--- src/rtl/ms_deco_if.sv ---
// Microword in, registered datapath controls out.
// The microsequencer drives ms_m; the decoder drives the rest.
`timescale 1ns/1ps
interface ms_deco_if;
  logic [8:0] ms_m;
  logic [2:0] fun;
  logic [5:0] b_sel;
  logic [3:0] cond;
  logic       LE_sel;
  logic [1:0] outbus;
  logic [2:0] c_sel;

  modport master (
    output ms_m,
    input  fun,
    input  b_sel,
    input  cond,
    input  LE_sel,
    input  outbus,
    input  c_sel
  );

  modport slave (
    input  ms_m,
    output fun,
    output b_sel,
    output cond,
    output LE_sel,
    output outbus,
    output c_sel
  );
endinterface

--- src/rtl/ms_deco.sv ---
// Microinstruction field decoder: splits the 9-bit word into A/B/C
// and registers ALU, bus, latch and branch controls (1-cycle latency).
`timescale 1ns/1ps
module ms_deco (
  input  logic     clk,
  input  logic     rst,
  ms_deco_if.slave m
);

  localparam logic [2:0] A_BRANCH = 3'b111;
  localparam logic [2:0] C_NONE   = 3'b000;
  localparam logic [2:0] C_ALUOUT = 3'b110;
  localparam logic [2:0] C_BOUT   = 3'b111;

  localparam logic [1:0] OB_NONE  = 2'b00;
  localparam logic [1:0] OB_ALU   = 2'b01;
  localparam logic [1:0] OB_BBUS  = 2'b10;

  logic [2:0] fld_a;
  logic [2:0] fld_b;
  logic [2:0] fld_c;
  logic       is_br;

  logic [2:0] fun_d,    fun_q;
  logic [5:0] b_sel_d,  b_sel_q;
  logic [3:0] cond_d,   cond_q;
  logic       le_d,     le_q;
  logic [1:0] outbus_d, outbus_q;
  logic [2:0] c_sel_d,  c_sel_q;

  assign fld_a = m.ms_m[8:6];
  assign fld_b = m.ms_m[5:3];
  assign fld_c = m.ms_m[2:0];
  assign is_br = (fld_a == A_BRANCH);

  // B codes 6 and 7 leave the B bus undriven in both modes
  always_comb begin
    b_sel_d = '0;
    unique case (fld_b)
      3'd0:    b_sel_d = 6'b000001;
      3'd1:    b_sel_d = 6'b000010;
      3'd2:    b_sel_d = 6'b000100;
      3'd3:    b_sel_d = 6'b001000;
      3'd4:    b_sel_d = 6'b010000;
      3'd5:    b_sel_d = 6'b100000;
      default: b_sel_d = 6'b000000;
    endcase
  end

  always_comb begin
    fun_d    = '0;
    cond_d   = '0;
    le_d     = 1'b0;
    outbus_d = OB_NONE;
    c_sel_d  = '0;
    unique case (1'b1)
      is_br: begin
        if (fld_c[2])
          cond_d = 4'b0001 << fld_c[1:0];
      end
      !is_br: begin
        fun_d = fld_a;
        unique case (fld_c)
          C_NONE:   ;
          C_ALUOUT: outbus_d = OB_ALU;
          C_BOUT:   outbus_d = OB_BBUS;
          default: begin
            le_d    = 1'b1;
            c_sel_d = fld_c;
          end
        endcase
      end
    endcase
  end

  always_ff @(posedge clk or posedge rst) begin
    if (rst) begin
      fun_q    <= '0;
      b_sel_q  <= '0;
      cond_q   <= '0;
      le_q     <= 1'b0;
      outbus_q <= '0;
      c_sel_q  <= '0;
    end else begin
      fun_q    <= fun_d;
      b_sel_q  <= b_sel_d;
      cond_q   <= cond_d;
      le_q     <= le_d;
      outbus_q <= outbus_d;
      c_sel_q  <= c_sel_d;
    end
  end

  assign m.fun    = fun_q;
  assign m.b_sel  = b_sel_q;
  assign m.cond   = cond_q;
  assign m.LE_sel = le_q;
  assign m.outbus = outbus_q;
  assign m.c_sel  = c_sel_q;

endmodule

--- src/flat_wrapper.sv ---
// flat-port wrapper written by rule: the top's interface ports become plain ports
module ms_deco_flat 
  (clk, rst, m_ms_m, m_fun, m_b_sel, m_cond, m_LE_sel, m_outbus, m_c_sel);
  ms_deco_if m_i ();
  input  logic clk;
  input  logic rst;
  input wire logic [$bits(m_i.ms_m)-1:0] m_ms_m;
  output wire logic [$bits(m_i.fun)-1:0] m_fun;
  output wire logic [$bits(m_i.b_sel)-1:0] m_b_sel;
  output wire logic [$bits(m_i.cond)-1:0] m_cond;
  output wire logic [$bits(m_i.LE_sel)-1:0] m_LE_sel;
  output wire logic [$bits(m_i.outbus)-1:0] m_outbus;
  output wire logic [$bits(m_i.c_sel)-1:0] m_c_sel;
  assign m_i.ms_m = m_ms_m;
  assign m_fun = m_i.fun;
  assign m_b_sel = m_i.b_sel;
  assign m_cond = m_i.cond;
  assign m_LE_sel = m_i.LE_sel;
  assign m_outbus = m_i.outbus;
  assign m_c_sel = m_i.c_sel;
  ms_deco u_core (.clk(clk), .rst(rst), .m(m_i));
endmodule
--- config.mk ---
export PLATFORM = sky130hd
export DESIGN_NAME = ms_deco_flat
export DESIGN_NICKNAME = d
export VERILOG_FILES = /design/src/rtl/ms_deco_if.sv /design/src/rtl/ms_deco.sv /design/src/flat_wrapper.sv
export SDC_FILE = /design/constraint.sdc
export NUM_CORES = 1
export LEC_CHECK = 0
export BUFFER_PORTS_ARGS = -buffer_cell sky130_fd_sc_hd__buf_2
export CORE_ASPECT_RATIO = 1.2
export CORE_UTILIZATION = 40
export DETAILED_ROUTE_END_ITERATION = 8
export PLACE_DENSITY_LB_ADDON = 0.25
export SETUP_SLACK_MARGIN = 0.05
export SLEW_MARGIN = 5
export SYNTH_ARGS = -nofsm -noshare
export SYNTH_HDL_FRONTEND = slang
export SYNTH_SLANG_ARGS = --single-unit
--- constraint.sdc ---
create_clock -name clk -period 0.8 [get_ports clk]
set_input_delay 0.04 -clock clk [delete_from_list [all_inputs] [get_ports clk]]
set_output_delay 0.04 -clock clk [all_outputs]
set_load 0.005 [all_outputs]
==> results of run 1 <==
[per-layer routing]
metal  GRT usage  vias up  part of all wire  routed length (µm)
met5           0        -                 0                   0
met4      0.0828        0             0.014                  17
met3      0.0435        2             0.068                  84
met2       0.227       22              0.52                 650
met1       0.184      235              0.39                 490
li1            -      247                 -                   -
[worst max-delay path by stage]
stage | end | slack, ns | cells past startpoint
2_1_floorplan | u_core.m.LE_sel | 0.22 | 3
3_3_place_gp | u_core.m.outbus[0] | 0.09 | 3
3_5_place_dp | u_core.m.outbus[0] | 0.07 | 3
4_1_cts | m_b_sel[5] | -0.04 | 1
5_1_grt | m_b_sel[2] | -0.07 | 1
6_report | m_fun[1] | -0.04 | 1
[kinds of logic after synthesis]
family	Yosys count
compound gates	4
buf+inv	4
flops	19
simple gates	19
[metrics by stage]
| step | setup WS, ns | cell area, µm² | hold slack [ns] | std cells |
|---|---|---|---|---|
| 2_1_floorplan | 0.217 | 659 | -0.00887 | 46 |
| 3_3_place_gp | 0.0852 | 822 | 0.0604 | 92 |
| 3_5_place_dp | 0.0679 | 822 | 0.0680 | 92 |
| 4_1_cts | -0.0357 | 938 | 0.00139 | 105 |
| 5_1_grt | -0.0696 | 968 | 0.00322 | 106 |
| 6_report | -0.0389 | 968 | 0.00899 | 106 |
[placed cells by master, fill, tap and decap left out, drive strengths merged]
master and count:
buf 30, nand4 1, dlygate4sd3 10, nor3 9
clkbuf 4, and3 1, nor3b 5, and3b 2
dfrtp 19, nand2 1, a211oi 1, inv 3
a21boi 3
[state kept, by name (all words and copies together) (netlist names)]
name             cells
u_core.m.LE_sel      1
u_core.m.fun         3
u_core.m.cond        4
u_core.m.c_sel       3
u_core.m.outbus      2
u_core.m.b_sel       6
[where the power goes]
part	switching, mW	total, mW	internal (mW)
clock network	0.263	0.457	0.194
registers	0.00993	1.01	0.999
logic	0.103	0.212	0.109
total	0.376	1.68	1.30
[final cells by class]
class	instances	area, µm²
clock buffers	4	26.3
fillers	113	514
inverters	3	11.3
multi-input cells	23	181
flip-flops and latches	19	475
well taps	17	21.3
repair buffers	40	253
[what timing repair did]
action,4_1_cts,5_1_grt
hold endpoints to repair,31,2
endpoints found under the setup margin,19,24
hold buffers,9,2
pin swaps,0,0
gates resized for setup,0,5
==> out/metrics.yaml, run 1 <==
run_status: "finished with violations"
violations: "negative setup slack"
synth_top_family_by_area: "simple AND/OR/NAND/NOR gates"
synth_compound_area_frac: 0.0531
drv_slew: 0
vias_per_cell: 4.77
worst_pin_slew_ns: 0.299
synth.area.top_cells: "dfrtp_1 72%, nor3_1 6.8%, nor3b_2 3.8%, a21boi_0 3.4%, nor3b_1 3.4%"
die_h_um: 46.5
grt_pass1_vias: 416
syn_nets: 57
leakage_nw: 0.521
syn_inst: 46
drive_gt1_frac: 0.449
areaGrowthSynthToFinish_pct: 46.9
ioPinCount: 30
total_power_mw: 1.68
critPathBufInv: 1
crit_path_top_delay_cell: "dfrtp_1"
relSlewSlack: 0.801
setup_tns_ns: -0.345
ys_types: 12
ys_ff_latch: 19
synth-simple-area-share: 0.192
synth_flop_cell: "dfrtp_1"
rows: 15
n_antenna_cell: 0
drt_iter0_markers: 2
root_buffer: "clkbuf_4"
routedWlPerCell_um: 11.7
crit_start: "u_core.m.fun[1]"
start_kind: "register"
cpLargestDelayFamily: "flip-flops"
critPathCaptureType: "primary output"
drt-pass1-iter-count: 2
synth_top_area_frac: 0.721
synthXorXnorAreaFrac: 0
hpwl_um: 787
avgSynthCellArea_um2: 14.3
grt_setup_unrepaired: "yes"
post_cts_buffers: 0
yosys_warnings: 0
cts_buffers: 3
coreArea_um2: 1480
critPathMaxFanout: 1
clk_pin_slew_worst_paths_ns: 0.10
start_util: 0.445
post-route-util: 0.653
holdPathStages: 2
holdCritStartpoint: "m_ms_m[8]"
synthAdderAreaFrac: 0
yosysSeqAreaShare: 0.721
drc: 0
clkSinkCount: 19
routed_wl_mm: 1.24
path_cells: "buf_2"
cap_violations: 0
vias: 506
synthMostInstantiatedCell: "dfrtp_1"
timing.final.ws_setup_ns: -0.0389
cts_tree: "yes"
cp.arrival_ns: 0.80
syn_area_um2: 659
cts_buffer_depth: 2
fmax_ghz: 1.19
port_buffers: 29
cp.required_ns: 0.76
fp.dieW_um: 39.1
synth_edf_count: 0
final_nets: 101
layout_min_cycle_time_ns: 0.839
timing.final.crit_share: 1.05
grt_overflow: 0
ys_top_cells_by_count: "19 x dfrtp_1, 9 x nor3_1, 3 x a21boi_0, 3 x inv_1, 3 x nor3b_1"
synthArstFlopShare: 1.00
ant_nets: 0
p_per_area_nw_per_um2: 1730
worst-setup-path-type: "register to primary output"
antenna_found_initial: 0
grt_pass1_wl_mm: 1.73
ir_worst_vdd_uv: 1250
die_area_um2: 1820
finalSetupViolCount: 19
place.gp.congestion: 0.754
yosys-mux-area-fraction: 0
yosys.area.top_type: "dfrtp_1"
crit_path_max_incr_delay_ns: 0.38
h-tree-depth: 1
hold_end: "u_core.m.fun[2]"
hold_class: "input pin to register"
finalHoldViolCount: 0
track_usage: 0.147
grt_max_degree: 20
No activity file was read; power rests on OpenSTA's default activity.
==> inputs of run 2 (changes only) <==
ABC_AREA = 1   (was unset)
==> out/metrics.yaml, run 2 <==
run_status: "finished with violations"  # unchanged
violations: "negative setup slack"  # unchanged
yosysSeqAreaShare: 0.731  # was 0.721
ys_types: 10  # was 12
mostFrequentLayoutCells: "28 x buf_2, 19 x dfrtp_1, 11 x inv_1, 11 x nor2_1, 6 x dlygate4sd3_1"  # was 29 x buf_2, 19 x dfrtp_1, 10 x dlygate4sd3_1, 6 x nor3_1
track_usage: 0.148  # was 0.147
cts_tree: "yes"  # unchanged
drive_gt1_frac: 0.400  # was 0.449
ioPinCount: 30  # unchanged
fp.dieW_um: 38.8  # was 39.1 µm
worst_pin_slew_ns: 0.308  # was 0.299 ns
place.gp.congestion: 0.705  # was 0.754
drt-pass1-iter-count: 4  # was 2
routed_wl_mm: 1.24  # about the same
ant_nets: 0  # unchanged
synth.area.top_cells: "dfrtp_1 73%, inv_1 6.3%, nor2_1 6.3%, nor3_1 5.4%, nand3_1 2.3%"  # was dfrtp_1 72%, nor3_1 6.8%, nor3b_2 3.8%, a21boi_0 3.4%, nor3b_1 3.4%
critPathBufInv: 1  # unchanged
finalHoldViolCount: 0  # unchanged
yosys_warnings: 0  # unchanged
setup_tns_ns: -0.325  # was -0.345 ns
holdCritStartpoint: "m_ms_m[0]"  # was m_ms_m[8]
routedWlPerCell_um: 10.6  # was 11.7 µm
critPathMaxFanout: 1  # unchanged
root_buffer: "clkbuf_4"  # unchanged
relSlewSlack: 0.793  # was 0.801
clkSinkCount: 19  # unchanged
hpwl_um: 798  # was 787 µm
cpLargestDelayFamily: "flip-flops"  # unchanged
synthArstFlopShare: 1.00  # unchanged
areaGrowthSynthToFinish_pct: 45.4  # was 46.9%
timing.final.crit_share: 1.04  # was 1.05
worst-setup-path-type: "register to primary output"  # unchanged
layout_min_cycle_time_ns: 0.834  # was 0.839 ns
total_power_mw: 1.67  # was 1.68 mW
ys_top_cells_by_count: "19 x dfrtp_1, 11 x inv_1, 11 x nor2_1, 7 x nor3_1, 4 x nand2_1"  # was 19 x dfrtp_1, 9 x nor3_1, 3 x a21boi_0, 3 x inv_1, 3 x nor3b_1
cp.required_ns: 0.76  # about the same
cts_buffer_depth: 2  # unchanged
fmax_ghz: 1.20  # was 1.19 GHz
vias: 531  # was 506
antenna_found_initial: 0  # unchanged
final_nets: 112  # was 101
avgSynthCellArea_um2: 11.0  # was 14.3 µm²
hold_end: "u_core.m.cond[1]"  # was u_core.m.fun[2]
cp.arrival_ns: 0.79  # was 0.80 ns
start_kind: "register"  # unchanged
path_cells: "buf_2"  # unchanged
syn_inst: 59  # was 46
syn_area_um2: 651  # was 659 µm²
port_buffers: 29  # unchanged
cap_violations: 0  # unchanged
crit_path_max_incr_delay_ns: 0.38  # about the same
drt_iter0_markers: 9  # was 2
ir_worst_vdd_uv: 930  # was 1250 µV
largest_register_ffs: 6  # unchanged
drc: 0  # unchanged
die_h_um: 46.2  # was 46.5 µm
synth_edf_count: 0  # unchanged
n_antenna_cell: 0  # unchanged
grt_setup_unrepaired: "yes"  # unchanged
ys_ff_latch: 19  # unchanged
hold_class: "input pin to register"  # unchanged
critPathCaptureType: "primary output"  # unchanged
grt_pass1_vias: 445  # was 416
timing.final.ws_setup_ns: -0.0335  # was -0.0389 ns
final_common_cell: "buf_2"  # unchanged
synthMostInstantiatedCell: "dfrtp_1"  # unchanged
yosys.area.top_type: "dfrtp_1"  # unchanged
h-tree-depth: 1  # unchanged
vias_per_cell: 4.54  # was 4.77
post_cts_buffers: 0  # unchanged
finalSetupViolCount: 19  # unchanged
leakage_nw: 0.570  # was 0.521 nW
synth_flop_cell: "dfrtp_1"  # unchanged
start_util: 0.439  # was 0.445
coreArea_um2: 1480  # unchanged
drv_slew: 0  # unchanged
p_per_area_nw_per_um2: 1770  # was 1730 nW/µm²
die_area_um2: 1790  # was 1820 µm²
cts_buffers: 3  # unchanged
grt_pass1_wl_mm: 1.73  # about the same
rows: 15  # unchanged
holdPathStages: 3  # was 2
grt_overflow: 0  # unchanged
synth_top_area_frac: 0.731  # was 0.721
clk_pin_slew_worst_paths_ns: 0.10  # about the same
grt_max_degree: 20  # unchanged
crit_path_top_delay_cell: "dfrtp_1"  # unchanged
syn_nets: 70  # was 57
## run 2: cell count changes in the layout (fill, tap and decap cells not counted), sizes merged, moves of 4 or more
cell / change
dlygate4sd3: -4
inv: +9
nand2: +4
nand3: +4
nor2: +11
nor3b: -5
## run 2: cell families after synthesis
group                  count (synthesis)  synth area share
AOI/OAI and AO/OA                      1            0.0115
buffers and inverters                 12            0.0692
DFF                                   19             0.731
and+or+nand+nor                       27             0.188
## run 2: stage by stage
step / hold slack (ns) / util / std cells / worst slack (ns) / cell area (µm²)
floorplan: -0.00887 / - / 59 / 0.355 / 651
global placement: 0.0589 / 0.556 / 106 / 0.205 / 825
detailed placement: 0.0837 / 0.556 / 106 / 0.182 / 825
CTS: 0.00253 / 0.622 / 117 / -0.0444 / 922
global route: 0.0121 / 0.638 / 117 / -0.0715 / 946
finish: 0.00427 / 0.638 / 117 / -0.0335 / 946
## run 2: how the worst max path moves through the flow
stage / slack (ns) / from / cells past startpoint / endpoint
CTS: -0.04 / u_core.m.b_sel[0] / 1 / m_b_sel[0]
global placement: 0.21 / m_ms_m[6] / 4 / u_core.m.fun[1]
floorplan: 0.35 / m_ms_m[6] / 3 / u_core.m.outbus[0]
detailed placement: 0.18 / m_ms_m[7] / 4 / u_core.m.outbus[1]
finish: -0.03 / u_core.m.cond[1] / 1 / m_cond[1]
global route: -0.07 / u_core.m.outbus[1] / 1 / m_outbus[1]
## run 2: where the power goes
part | total, mW | switching, mW | internal, mW
Combinational | 0.206 | 0.109 | 0.0971
Sequential | 1.01 | 0.00795 | 0.999
Clock | 0.460 | 0.274 | 0.186
Total | 1.67 | 0.391 | 1.28
## run 2: layout make-up
cell class	instances	area (µm²)
repair buffers	37	231
well taps	17	21.3
flip-flops and latches	19	475
clock buffers	3	22.5
clock inverters	1	5.00
inverters	12	45.0
multi-input cells	28	145
fillers	128	537
## run 2: per-layer routing
layer  vias to the layer above  track usage  part of all wire
met5                         -            0                 0
met4                         0        0.103             0.019
met3                         2       0.0290             0.057
met2                        22        0.263              0.56
met1                       245        0.151              0.36
li1                        262            -                 -
## run 2: what timing repair did
item | CTS | global route
gates cloned | 0 | 0
setup endpoints to repair | 19 | 22
pin swaps | 0 | 1
resized for setup | 0 | 6
hold buffers | 7 | 0
hold endpoints to repair | 27 | 0
